[config.mk]
export PLATFORM = sky130hd
export DESIGN_NAME = irq_priority_unit
export DESIGN_NICKNAME = d
export VERILOG_FILES = /design/src/rtl/pic_pkg.sv /design/src/rtl/irq_priority_unit_prio_pick.sv /design/src/rtl/irq_priority_unit.sv
export SDC_FILE = /design/constraint.sdc
export NUM_CORES = 1
export LEC_CHECK = 0
export CAP_MARGIN = 20
export CORE_MARGIN = 10
export CORE_UTILIZATION = 53
export CTS_CLUSTER_SIZE = 40
export DETAILED_ROUTE_END_ITERATION = 8
export MAX_ROUTING_LAYER = met4
export PLACE_DENSITY = 0.83
export SETUP_SLACK_MARGIN = 0.02
export SKIP_CTS_REPAIR_TIMING = 1
export SKIP_LAST_GASP = 1
export SYNTH_ARGS = -nofsm -noshare
export SYNTH_HDL_FRONTEND = slang
export SYNTH_SLANG_ARGS = --single-unit
[constraint.sdc]
create_clock -name CLK -period 10.24 [get_ports CLK]
set_input_delay 1.536 -clock CLK [delete_from_list [all_inputs] [get_ports CLK]]
set_output_delay 1.536 -clock CLK [all_outputs]
set_load 0.01 [all_outputs]
[src/rtl/pic_pkg.sv]
// Shared types and constants for the interrupt priority unit.
// Priority rank 0 is the highest level, which sits one step above the lowest-priority pointer.
package pic_pkg;
    localparam int NUM_IRQ = 8;
    localparam logic [2:0] LP_RESET = 3'd7;

    typedef enum logic {
        ACK_IDLE  = 1'b0,
        ACK_FIRST = 1'b1
    } ack_state_t;

    function automatic logic [2:0] prio_rank(input logic [2:0] idx, input logic [2:0] lp);
        return idx - lp - 3'd1;
    endfunction

    function automatic logic [NUM_IRQ-1:0] lvl_onehot(input logic [2:0] lvl);
        return {{(NUM_IRQ-1){1'b0}}, 1'b1} << lvl;
    endfunction
endpackage

[src/rtl/irq_priority_unit_prio_pick.sv]
// Combinational rotating priority picker.
// Rotates the request vector so the highest level lands at bit 0, finds the first set bit, and maps it back.
module prio_pick
    import pic_pkg::*;
(
    input  logic [NUM_IRQ-1:0] req,
    input  logic [2:0]         lp,
    output logic [2:0]         idx,
    output logic               valid
);
    logic [NUM_IRQ-1:0] rot;
    logic [2:0]         first;

    always_comb begin
        for (int k = 0; k < NUM_IRQ; k++) begin
            rot[k] = req[lp + 3'd1 + 3'(k)];
        end
        first = '0;
        // Scan downward so the lowest set position (highest priority) is the last one written.
        for (int k = NUM_IRQ - 1; k >= 0; k--) begin
            if (rot[k]) first = 3'(k);
        end
        valid = |rot;
        idx   = lp + 3'd1 + first;
    end
endmodule

[src/rtl/irq_priority_unit.sv]
// 8259-style interrupt priority unit: request capture, masking, rotating priority, INTA handshake, EOI handling.
// INTA is active low; an acknowledge event is a sampled 1->0 transition. The first event freezes the winner, the second closes the cycle.
module irq_priority_unit
    import pic_pkg::*;
(
    input  logic                CLK,
    input  logic                RST,
    input  logic [NUM_IRQ-1:0]  IR,
    input  logic                LTIM,
    input  logic                INTA,
    input  logic                IMR_WR,
    input  logic [NUM_IRQ-1:0]  IMR_DATA,
    input  logic                EOI,
    input  logic                SEOI,
    input  logic [2:0]          SEOI_LEVEL,
    input  logic                AEOI,
    input  logic                ROTATE,
    output logic                INT,
    output logic [NUM_IRQ-1:0]  ISR,
    output logic [NUM_IRQ-1:0]  IRR,
    output logic [NUM_IRQ-1:0]  IMR,
    output ack_state_t          dbg_state,
    output logic [2:0]          dbg_lp
);
    ack_state_t         state, state_next;
    logic [NUM_IRQ-1:0] ir_q;
    logic               inta_q;
    logic [2:0]         lp;
    logic [2:0]         w_q;

    logic               inta_fall, first_edge, second_edge;
    logic [2:0]         top_idx, post_idx, win_idx;
    logic               top_vld, post_vld, win_vld;
    logic [NUM_IRQ-1:0] elig_now, elig_post, eoi_clr, isr_post;
    logic [NUM_IRQ-1:0] isr_next, irr_next;
    logic [2:0]         lp_next, ack_lvl;

    assign inta_fall = inta_q & ~INTA;
    assign dbg_state = state;
    assign dbg_lp    = lp;

    prio_pick u_pick_isr  (.req(ISR),       .lp(lp), .idx(top_idx),  .valid(top_vld));
    prio_pick u_pick_post (.req(isr_post),  .lp(lp), .idx(post_idx), .valid(post_vld));
    prio_pick u_pick_win  (.req(elig_post), .lp(lp), .idx(win_idx),  .valid(win_vld));

    always_ff @(posedge CLK) begin
        if (RST) state <= ACK_IDLE;
        else     state <= state_next;
    end

    always_comb begin
        state_next = state;
        if (inta_fall) state_next = (state == ACK_IDLE) ? ACK_FIRST : ACK_IDLE;
    end

    always_comb begin
        first_edge  = inta_fall && (state == ACK_IDLE);
        second_edge = inta_fall && (state == ACK_FIRST);
    end

    always_comb begin
        // SEOI wins over a same-cycle EOI; the winner is chosen against the ISR left after either clear.
        eoi_clr = '0;
        if (SEOI)                eoi_clr = lvl_onehot(SEOI_LEVEL);
        else if (EOI && top_vld) eoi_clr = lvl_onehot(top_idx);
        isr_post = ISR & ~eoi_clr;

        for (int i = 0; i < NUM_IRQ; i++) begin
            elig_now[i]  = IRR[i] && !IMR[i] &&
                           (!top_vld || (prio_rank(3'(i), lp) < prio_rank(top_idx, lp)));
            elig_post[i] = IRR[i] && !IMR[i] &&
                           (!post_vld || (prio_rank(3'(i), lp) < prio_rank(post_idx, lp)));
        end

        ack_lvl  = win_vld ? win_idx : 3'd7;
        isr_next = isr_post;
        irr_next = LTIM ? IR : (IRR | (IR & ~ir_q));
        if (first_edge) begin
            isr_next = isr_next | lvl_onehot(ack_lvl);
            if (win_vld) irr_next = irr_next & ~lvl_onehot(win_idx);
        end
        if (second_edge && AEOI) isr_next = isr_next & ~lvl_onehot(w_q);

        lp_next = lp;
        if (ROTATE && SEOI)                 lp_next = SEOI_LEVEL;
        else if (ROTATE && EOI && top_vld)  lp_next = top_idx;
        if (ROTATE && second_edge && AEOI)  lp_next = w_q;
    end

    always_ff @(posedge CLK) begin
        if (RST) begin
            ir_q   <= '0;
            inta_q <= 1'b1;
            IRR    <= '0;
            ISR    <= '0;
            IMR    <= '0;
            lp     <= LP_RESET;
            w_q    <= '0;
            INT    <= 1'b0;
        end else begin
            ir_q   <= IR;
            inta_q <= INTA;
            IRR    <= irr_next;
            ISR    <= isr_next;
            lp     <= lp_next;
            INT    <= (|elig_now) && !first_edge;
            if (IMR_WR)     IMR <= IMR_DATA;
            if (first_edge) w_q <= ack_lvl;
        end
    end
endmodule

---- After elaboration in Yosys (flattened, before gate mapping) ----
Index checks and enable logic that the tools add are counted.
word-level totals
  logic and storage cells ................. 232
  flip-flop bits (word level) ............. 41
  output and inout port bits .............. 29
  bits of input ports ..................... 28
cells by class
  muxes and demuxes ....................... 84
  shift operators ......................... 5
  reduce and logical (&&, ||, !) cells .... 66
  order comparisons ....................... 24
  bitwise gates (word level) .............. 13
  $add $sub $neg .......................... 31
operator list
  operator                                                                      number
  3-bit 2-to-1 mux                                                              28
  1-bit binary-select mux with 3-bit select                                     24
  8-bit 2-to-1 mux                                                              7
  3-bit less-than comparator                                                    16
  1-bit by 3-bit left shift with 8-bit output, first input constant             5
  1-bit logical AND                                                             34
  8-bit bitwise AND                                                             4
  3-bit by 4-bit less-than comparator with 1-bit output, second input constant  8
  8-bit inverter                                                                4
  8-bit OR reduction                                                            4
  3-bit by 1-bit subtractor with 3-bit output, second input constant            10
  1-bit 2-to-1 mux                                                              25
  1-bit logical OR                                                              16
  8-bit OR                                                                      2
  3-bit adder, second input constant                                            4
  3-bit subtractor, first input constant                                        4
  1-bit logical NOT                                                             11
  3-bit adder                                                                   3
  3-bit by 1-bit adder with 3-bit output, second input constant                 2
  3-bit by 2-bit adder with 3-bit output, second input constant                 2
  1-bit by 3-bit subtractor with 3-bit output, first input constant             2
  2-bit by 3-bit subtractor with 3-bit output, first input constant             2
  3-bit subtractor                                                              2
  3-bit nonzero test                                                            1
  other kinds (2)                                                               3

---- Logic depth before layout (Yosys ltp) ----
Gate-level depths: netlist of the first run.
  word-level depth ........................ 51
  gate-level depth with buffers ........... 53
  depth with buffers taken out ............ 46

---- Hierarchy ----
From an unflattened synthesis of the first run, not the netlist that was laid out.
unflattened totals
  cells, all modules ...................... 524
  area, all modules ....................... 4545.6 um^2
modules (own cells, without submodules)
  module             cells each  sequential area each (um^2)  times used  area each (um^2)
  irq_priority_unit  284         820.8                        1           2466.1
  prio_pick          80          0.0                          3           693.2

---- Worst setup path after synthesis of the first run ----
Ideal clock, no wire load.
  path type ............................... flip-flop to flip-flop
  from .................................... register lp[0] (netlist: dbg_lp[0])
  to ...................................... register IRR[2]
  slack ................................... -0.520 ns
  data arrival time ....................... 10.669 ns
  period minus slack after synthesis ...... 10.760 ns
  buffers on the path ..................... 6
  data required time ...................... 10.149 ns
  cell stages (with the launch flop) ...... 52
  path through ............................ dfxtp_1 buf_4 buf_2 inv_1 buf_4 buf_4 ha_1 buf_6 buf_12 mux4_2 mux2i_1 nor2b_1 o21a_1 nor2_1 o32ai_1 o21a_1 ha_1 inv_1 [16 not listed] inv_1 ha_1 a21oi_1 o221ai_1 a31o_2 o21a_1 a32oi_2 o21ai_0 o21ai_0 a21oi_1 ha_1 fa_1 xnor2_1 inv_1 nor3_1 o21ai_2 o211a_4 a311oi_1
between the ends
  word-level cells in the longest chain between the ends .. 50
RTL lines
  what                                         RTL line                                                              source
  start, declared                              irq_priority_unit.sv:28                                               logic [2:0] lp;
  start signal, assigned                       irq_priority_unit.sv:105                                              lp <= lp_next;
  3-bit by 1-bit adder with 3-bit output       irq_priority_unit_prio_pick.sv:16, irq_priority_unit_prio_pick.sv:24
  3-bit adder                                  irq_priority_unit_prio_pick.sv:16                                     rot[k] = req[lp + 3'd1 + 3'(k)];
  1-bit binary-select mux with 3-bit select    irq_priority_unit_prio_pick.sv:16
  1-bit 2-to-1 mux (not written as such)       irq_priority_unit_prio_pick.sv:16
  3-bit 2-to-1 mux (8 in series)               irq_priority_unit_prio_pick.sv:21                                     if (rot[k]) first = 3'(k);
  3-bit adder                                  irq_priority_unit_prio_pick.sv:24                                     idx = lp + 3'd1 + first;
  1-bit by 3-bit left shift with 8-bit output  pic_pkg.sv:17                                                         return {{(NUM_IRQ-1){1'b0}}, 1'b1} << lvl;
  8-bit 2-to-1 mux                             irq_priority_unit.sv:65                                               else if (EOI && top_vld) eoi_clr = lvl_onehot(top_idx);
  [20 not listed]                              --
  1-bit 2-to-1 mux (not written as such)       irq_priority_unit_prio_pick.sv:16
  3-bit 2-to-1 mux (8 in series)               irq_priority_unit_prio_pick.sv:21
  3-bit adder                                  irq_priority_unit_prio_pick.sv:24
  1-bit by 3-bit left shift with 8-bit output  pic_pkg.sv:17
  8-bit inverter                               irq_priority_unit.sv:80                                               if (win_vld) irr_next = irr_next & ~lvl_onehot(win_idx);
  8-bit bitwise AND                            irq_priority_unit.sv:80
  8-bit 2-to-1 mux (*)                         irq_priority_unit.sv:80
  8-bit 2-to-1 mux (*)                         irq_priority_unit.sv:78                                               if (first_edge) begin
  end signal, assigned                         irq_priority_unit.sv:103                                              IRR <= irr_next;
  end, declared                                irq_priority_unit.sv:20                                               output logic [NUM_IRQ-1:0] IRR,
Mark *: on every way between the ends. The rest lies on a longest branch, timed or not. The select of a mux whose other input is x is not followed.
A chain may end at the register's enable or synchronous reset.

---- Worst setup path in the final report of the first run ----
  from .................................... register lp[0] (netlist: dbg_lp[0])
  to ...................................... register ISR[1]
between the ends
  word-level cells in the longest chain between the ends .. 51
RTL lines
  what                                         RTL line                                                              source
  3-bit by 1-bit adder with 3-bit output       irq_priority_unit_prio_pick.sv:16, irq_priority_unit_prio_pick.sv:24
  3-bit adder                                  irq_priority_unit_prio_pick.sv:16
  1-bit binary-select mux with 3-bit select    irq_priority_unit_prio_pick.sv:16
  1-bit 2-to-1 mux (not written as such)       irq_priority_unit_prio_pick.sv:16
  3-bit 2-to-1 mux (8 in series)               irq_priority_unit_prio_pick.sv:21
  3-bit adder                                  irq_priority_unit_prio_pick.sv:24
  1-bit by 3-bit left shift with 8-bit output  pic_pkg.sv:17
  8-bit 2-to-1 mux                             irq_priority_unit.sv:65
  [21 not listed]                              --
  3-bit 2-to-1 mux (8 in series)               irq_priority_unit_prio_pick.sv:21
  3-bit adder                                  irq_priority_unit_prio_pick.sv:24
  3-bit 2-to-1 mux                             irq_priority_unit.sv:75                                               ack_lvl = win_vld ? win_idx : 3'd7;
  1-bit by 3-bit left shift with 8-bit output  pic_pkg.sv:17
  8-bit OR                                     irq_priority_unit.sv:79                                               isr_next = isr_next | lvl_onehot(ack_lvl);
  8-bit 2-to-1 mux (*)                         irq_priority_unit.sv:78
  8-bit bitwise AND                            irq_priority_unit.sv:82                                               if (second_edge && AEOI) isr_next = isr_next & ~lvl_onehot(w_q);
  8-bit 2-to-1 mux (*)                         irq_priority_unit.sv:82
  end signal, assigned                         irq_priority_unit.sv:104                                              ISR <= isr_next;
  end, declared                                irq_priority_unit.sv:19                                               output logic [NUM_IRQ-1:0] ISR,
Marks and branches as above.

==> parameters.txt, run 1 <==
Parameter                              Value

Outcome
  Status    complete, no violations

Floorplan
  Die ar.    14730 sq um
  Placeable core area    just under 10000 sq um
  DIE HEIGHT    121.4 um
  Std-Cell Rows    36
  Die width    about 120 um
  Starting density of the core    54.95%
  # IOs    57

Yosys
  Top area cells in the synthesized netlist    dfxtp_1, ha_1, mux2i_1
  Share of synthesized flip-flops with an asynchronous set or reset    0%
  Average cell area after synthesis    8.152 sq um
  Dominant register cell in the synthesized netlist    dfxtp_1
  Count of different cell masters after synthesis    slightly above 100
  Flop and latch count out of synthesis    41
  Share of the synthesized area in the top cell type    15.07%
  Sequential area share after synthesis    15.07%
  Synthesized netlist net count    roughly 720
  Synthesized netlist cell count    between 600 and 700
  Netlist area before placement    about 5400 sq um
  Synth area leader    dfxtp_1
  Synthesis warning total    0
  Number of enable flip-flop cells after synthesis    0

Worst setup path
  Critical path fanouts, max    6
  CP peak stage delay    550 ps
  Slowest CP cell    mux4_2
  Most frequent CP cell    ha_1
  WP data arrival    roughly 10000 ps
  Required time of the critical path    10460 ps
  CP startpoint kind    register
  Worst Reg-to-Reg Cells    46
  Crit path capture type    register
  Crit path kind    reg2reg
  Register-to-Register Setup Slack    between 400 and 500 ps

Timing
  Final sum of negative setup slack    0 ps
  Period utilisation layout    95.14%
  Time the final worst path needs with I/O delays and setup    9742 ps
  Final clock skew    ~8.3 ps
  F_max    0.1026 GHz
  Max-slew violation total from the final report    0
  Worst-Margin Slew    around 1100 ps
  Final number of setup-violating endpoints    0
  Tightest slew margin relative to the limit    a little over a quarter
  Fin. Hold Viols    0
  Worst hold slack    510.0 ps

GRT
  Initial antenna violation count    0
  Grt ovf    0
  Largest net degree at the start of global routing    41
  Total GRT Usage    26.06%
  First-pass GRT wire length    31040 um
  Vias in the first global route    between 5000 and 6000

Clock tree
  Maximum count of clock buffers along a single path    2
  Number of H-tree levels    2
  Number of clock buffers inserted by TritonCTS    5
  Clock transition at the register clock pins on the worst setup and hold paths after CTS    approximately 80 ps
  Clock network latency to the later pin of the worst-skew pair    roughly 300 ps
  Root Driver    clkbuf_8
  Sink count of the clock tree    41
  CTS tree    yes

Hold path
  Number of cells traversed by the worst hold path    2
  Worst Hold Class    reg2reg

Flow run
  Max Cap Violations    0

Place
  HPWL after detailed placement    14800 um
  Final weighted congestion in routability-driven placement    1.038
  Buffers on Ports    56
  Placed cell count    861

Final layout
  Final Net Count    about 800
  Share of layout cells above drive strength 1    21.24%
  Diodes inserted    0
  Number of non-filler instances in the completed layout    about 900
  Count of filler cells inserted in the layout    781
  Area growth syn-to-layout    24.08%

Route
  Average wire per cell in the routed design    22.20 um
  Total DRC errors in the routed layout    0
  Detailed Route WL    19780 um
  Average vias per placed instance    7.112
  DRC marker count from the first detailed-route iteration    880
  Vias after detailed routing    6337
  Post-route antenna net violation count    0
  Number of detailed-routing iterations run before antenna repair    7
area by class of cell:
class                      count  area [sq um]  area share [%]
multi-input combinational    572          4566           67.57
timing repair buffer         114         999.7           14.80
sequential                    41         822.0           12.17
tap                          133         166.4           2.463
clock buffer                   7         86.33           1.278
inverter                      23         86.33           1.278
clock inverter                 1         30.03          0.4444
registers in the layout, summed over array words and instances, names as in the netlist:
name and count:
INT 1, ir_q 8, IRR 8, ISR 8, dbg_state 1, inta_q 1
w_q 3, dbg_lp 3, IMR 8
path summary, 6_finish.rpt:
path	endpoint	start
min	w_q[2]	w_q[2]
max reg2reg	ISR[1]	dbg_lp[0]
min reg2reg	w_q[2]	w_q[2]
max	ISR[1]	dbg_lp[0]
per-layer routing:
metal,share of wire (%),GRT usage (%)
met5,0,-
met3,11,6.375
met2,46,39.45
met1,40,32.99
met4,3.4,9.240
through the flow:
stage	area (sq um)	utilization, %	setup WS (ps)
finish	6756	68.18	497.8
global route	6756	68.18	-56.93
CTS	6427	64.86	-100.4
detailed placement	6311	63.69	-52.73
global placement	6299	63.56	205.0
floorplan	5542	-	67.96
cell usage after synthesis (all sizes together) (8+ instances only):
cell type  instances
o21ai             32
o31ai             10
mux4              14
ha                24
nand3             26
dfxtp             41
inv               23
nor2b             21
a31oi             11
o211ai            10
a211oi            24
nand2             61
and3               8
a22oi              9
o21a               8
a21oi             35
nand2b            12
xnor2              8
buf               22
a311oi            12
mux2i             27
clkbuf            10
nor2              57
nor3              23
or2                8
layout by cell type, fill, tap and decap left out, drive strengths merged, types with 5 or more instances in the layout:
| cell type | instances |
|---|---|
| nand2 | 61 |
| or4 | 7 |
| o31ai | 10 |
| o22ai | 6 |
| o21a | 8 |
| clkbuf | 9 |
| a31oi | 11 |
| buf | 56 |
| nand2b | 12 |
| nand3 | 26 |
| nand4 | 6 |
| a31o | 6 |
| nor3 | 23 |
| mux2 | 5 |
| and3 | 8 |
| a221oi | 5 |
| mux4 | 14 |
| and2 | 6 |
| nor2 | 57 |
| a2111oi | 6 |
| a32oi | 5 |
| a311oi | 12 |
| a22o | 5 |
| nor2b | 21 |
| or2 | 8 |
| o21ai | 32 |
| ha | 24 |
| xnor2 | 8 |
| o211ai | 10 |
| a21oi | 35 |
| a22oi | 9 |
| mux2i | 27 |
| dfxtp | 41 |
| inv | 23 |
| a211oi | 24 |
| a211o | 7 |
| clkdlybuf4s50 | 56 |
critical path: cells and delay by family (launching register included):
kind | cells | cell delay (ps)
adders and majority gates | 7 | 1960
and+or+nand+nor | 10 | 1780
DFF | 1 | 330
xor gates and xnor gates | 3 | 470
AOI/OAI and AO/OA | 18 | 3390
muxes | 3 | 1210
buffers and inverters | 5 | 490
cells by family after synthesis:
family	share of synthesized area, %
fa+ha+maj	6.802
xor+xnor	2.045
simple gates	23.60
compound gates	34.40
flops	15.07
mux	12.13
buf+inv	5.951
Power of run 1 is left out: the tool's default activity adds up to more than one toggle a clock period on the data nets, which glitch-free logic cannot reach.
==> run 2: changes to the inputs <==
- ABC_CLOCK_PERIOD_IN_PS: not set -> 10240
- CAP_MARGIN: 20 -> 10
==> run 2 against run 1 <==
Sequential share of layout area hardly changed. Critical path depth stayed put. Cell area barely moved. Critical path type unchanged. Highest routed layer unchanged.
==> parameters.txt, run 2 (synthesis results as in run 1) <==
Parameter                              Value

Worst setup path
  Required time of the critical path    10440 ps (-20 ps)
  Crit path capture type    register
  Critical path fanouts, max    7 (+1)
  Slowest CP cell    mux4_2
  CP peak stage delay    560 ps (about the same)
  Worst Reg-to-Reg Cells    46 (unchanged)
  Worst path top cell family by delay    compound AO/OA/AOI/OAI gates
  WP data arrival    10030 ps (+70 ps)
  Crit path kind    reg2reg
  Count of buffering cells on the critical path with inverters included    5 (unchanged)
  Number of logic stages on the critical path including buffering    46 (unchanged)
  CP startpoint kind    register

Timing
  Period utilisation layout    95.95% (+0.82 points)
  Final clock skew    3.918 ps (-4.396 ps)
  Time the final worst path needs with I/O delays and setup    9826 ps (+83.60 ps)
  Setup repair after global routing missed its margin    yes
  Fin. Hold Viols    0 (unchanged)
  Worst-Margin Slew    928.3 ps (-164.4 ps)
  Final number of setup-violating endpoints    0 (unchanged)
  Max-slew violation total from the final report    0 (unchanged)
  F_max    0.1018 GHz (-0.85%)
  Tightest slew margin relative to the limit    38.11% (+11 points)
  Final sum of negative setup slack    0 ps (unchanged)

GRT
  Initial antenna violation count    0 (unchanged)
  Vias in the first global route    5838 (-1.1%)
  Total GRT Usage    26.09% (+0.037 points)
  Largest net degree at the start of global routing    41 (unchanged)
  Grt ovf    0 (unchanged)
  First-pass GRT wire length    31130 um (+0.26%)

Floorplan
  Die ar.    14730 sq um (unchanged)
  Starting density of the core    54.95% (unchanged)
  Placeable core area    9910 sq um (unchanged)
  Std-Cell Rows    36 (unchanged)
  DIE HEIGHT    121.4 um (unchanged)
  Die width    121.4 um (unchanged)
  # IOs    57 (unchanged)

Place
  HPWL after detailed placement    14800 um (about the same)
  Final weighted congestion in routability-driven placement    1.038 (unchanged)
  Buffers on Ports    56 (unchanged)

Final layout
  Top library cells by usage in the layout, fill and taps aside    nand2_1, nor2_1, buf_4, clkdlybuf4s50_1, dfxtp_1
  Share of layout cells above drive strength 1    21.37% (+0.13 points)
  Most frequent standard cell in the layout excluding fill and tap cells    nand2_1
  Area growth syn-to-layout    23.99% (about the same)
  Final Net Count    812 (unchanged)
  Diodes inserted    0 (unchanged)
  Count of filler cells inserted in the layout    796 (+1.9%)

Route
  Routed met3 length    1789 um (-15%)
  Metal-1 WL    8336 um (+4.9%)
  Post-route antenna net violation count    0 (unchanged)
  Total DRC errors in the routed layout    0 (unchanged)
  Uppermost layer routed    met4
  Vias after detailed routing    6178 (-2.5%)
  WL met2    9189 um (+1.7%)
  Average vias per placed instance    6.934 (-2.5%)
  Number of detailed-routing iterations run before antenna repair    5 (-2)
  Detailed Route WL    19950 um (+0.87%)
  Average wire per cell in the routed design    22.39 um (+0.87%)
  DRC marker count from the first detailed-route iteration    871 (-1.0%)

Clock tree
  Clock transition at the register clock pins on the worst setup and hold paths after CTS    80 ps (about the same)
  Root Driver    clkbuf_8
  Number of clock buffers inserted by TritonCTS    5 (unchanged)
  Sink count of the clock tree    41 (unchanged)
  Clock network latency to the later pin of the worst-skew pair    290 ps (about the same)
  Number of H-tree levels    2 (unchanged)
  Maximum count of clock buffers along a single path    2 (unchanged)
  CTS tree    yes

Flow run
  Max Cap Violations    0 (unchanged)

Hold path
  Worst Hold Class    reg2reg
  Number of cells traversed by the worst hold path    2 (unchanged)

Outcome
  Status    complete, no violations
-- run 2: cell types whose count changed in the layout (fill, tap and decap cells not counted), sizes merged --
cell / change
buf: +2
clkbuf: -1
a2111oi: -1
-- run 2: final cells by class --
cell class                      instances  area, sq um  share of cell area [%]
Multi-Input combinational cell        571         4559                   67.53
Clock inverter                          1        30.03                  0.4448
Clock buffer                            7        86.33                   1.279
Timing Repair Buffer                  115         1001                   14.83
Tap cell                              133        166.4                   2.465
Sequential cell                        41        822.0                   12.18
Inverter                               23        86.33                   1.279
-- run 2: final timing paths --
check                           slack [ps]      to      start
worst max-delay path                   410  IRR[0]  dbg_lp[1]
worst min-delay path                   510  w_q[2]     w_q[2]
worst max register to register         410  IRR[0]  dbg_lp[1]
worst min register to register         510  w_q[2]     w_q[2]
-- run 2: routing by layer --
metal,vias to the layer above,track usage (%)
met2,366,40.60
met3,67,3.816
met1,2945,34.29
met4,0,7.526
li1,2800,-
met5,-,-
-- run 2: tightest hold or removal path: cells and delay by family, from the launching register on --
family	cells	cell delay [ps]
compound gates	1	60
flops	1	320
buf+inv	1	80
-- run 2: per-stage QoR --
stage / worst slack (ps) / instance area [sq um] / instances / utilization (%) / hold slack (ps)
after floorplan: 67.96 / 5542 / 668 / - / 464.4
after CTS: -74.52 / 6420 / 868 / 64.79 / 503.5
after global placement: 205.0 / 6299 / 859 / 63.56 / 475.1
after global routing: -103.7 / 6751 / 891 / 68.13 / 538.0
after detailed placement: 3.212 / 6304 / 860 / 63.61 / 491.2
final: 414.2 / 6751 / 891 / 68.13 / 513.9
Power of run 2 is left out for the same reason.
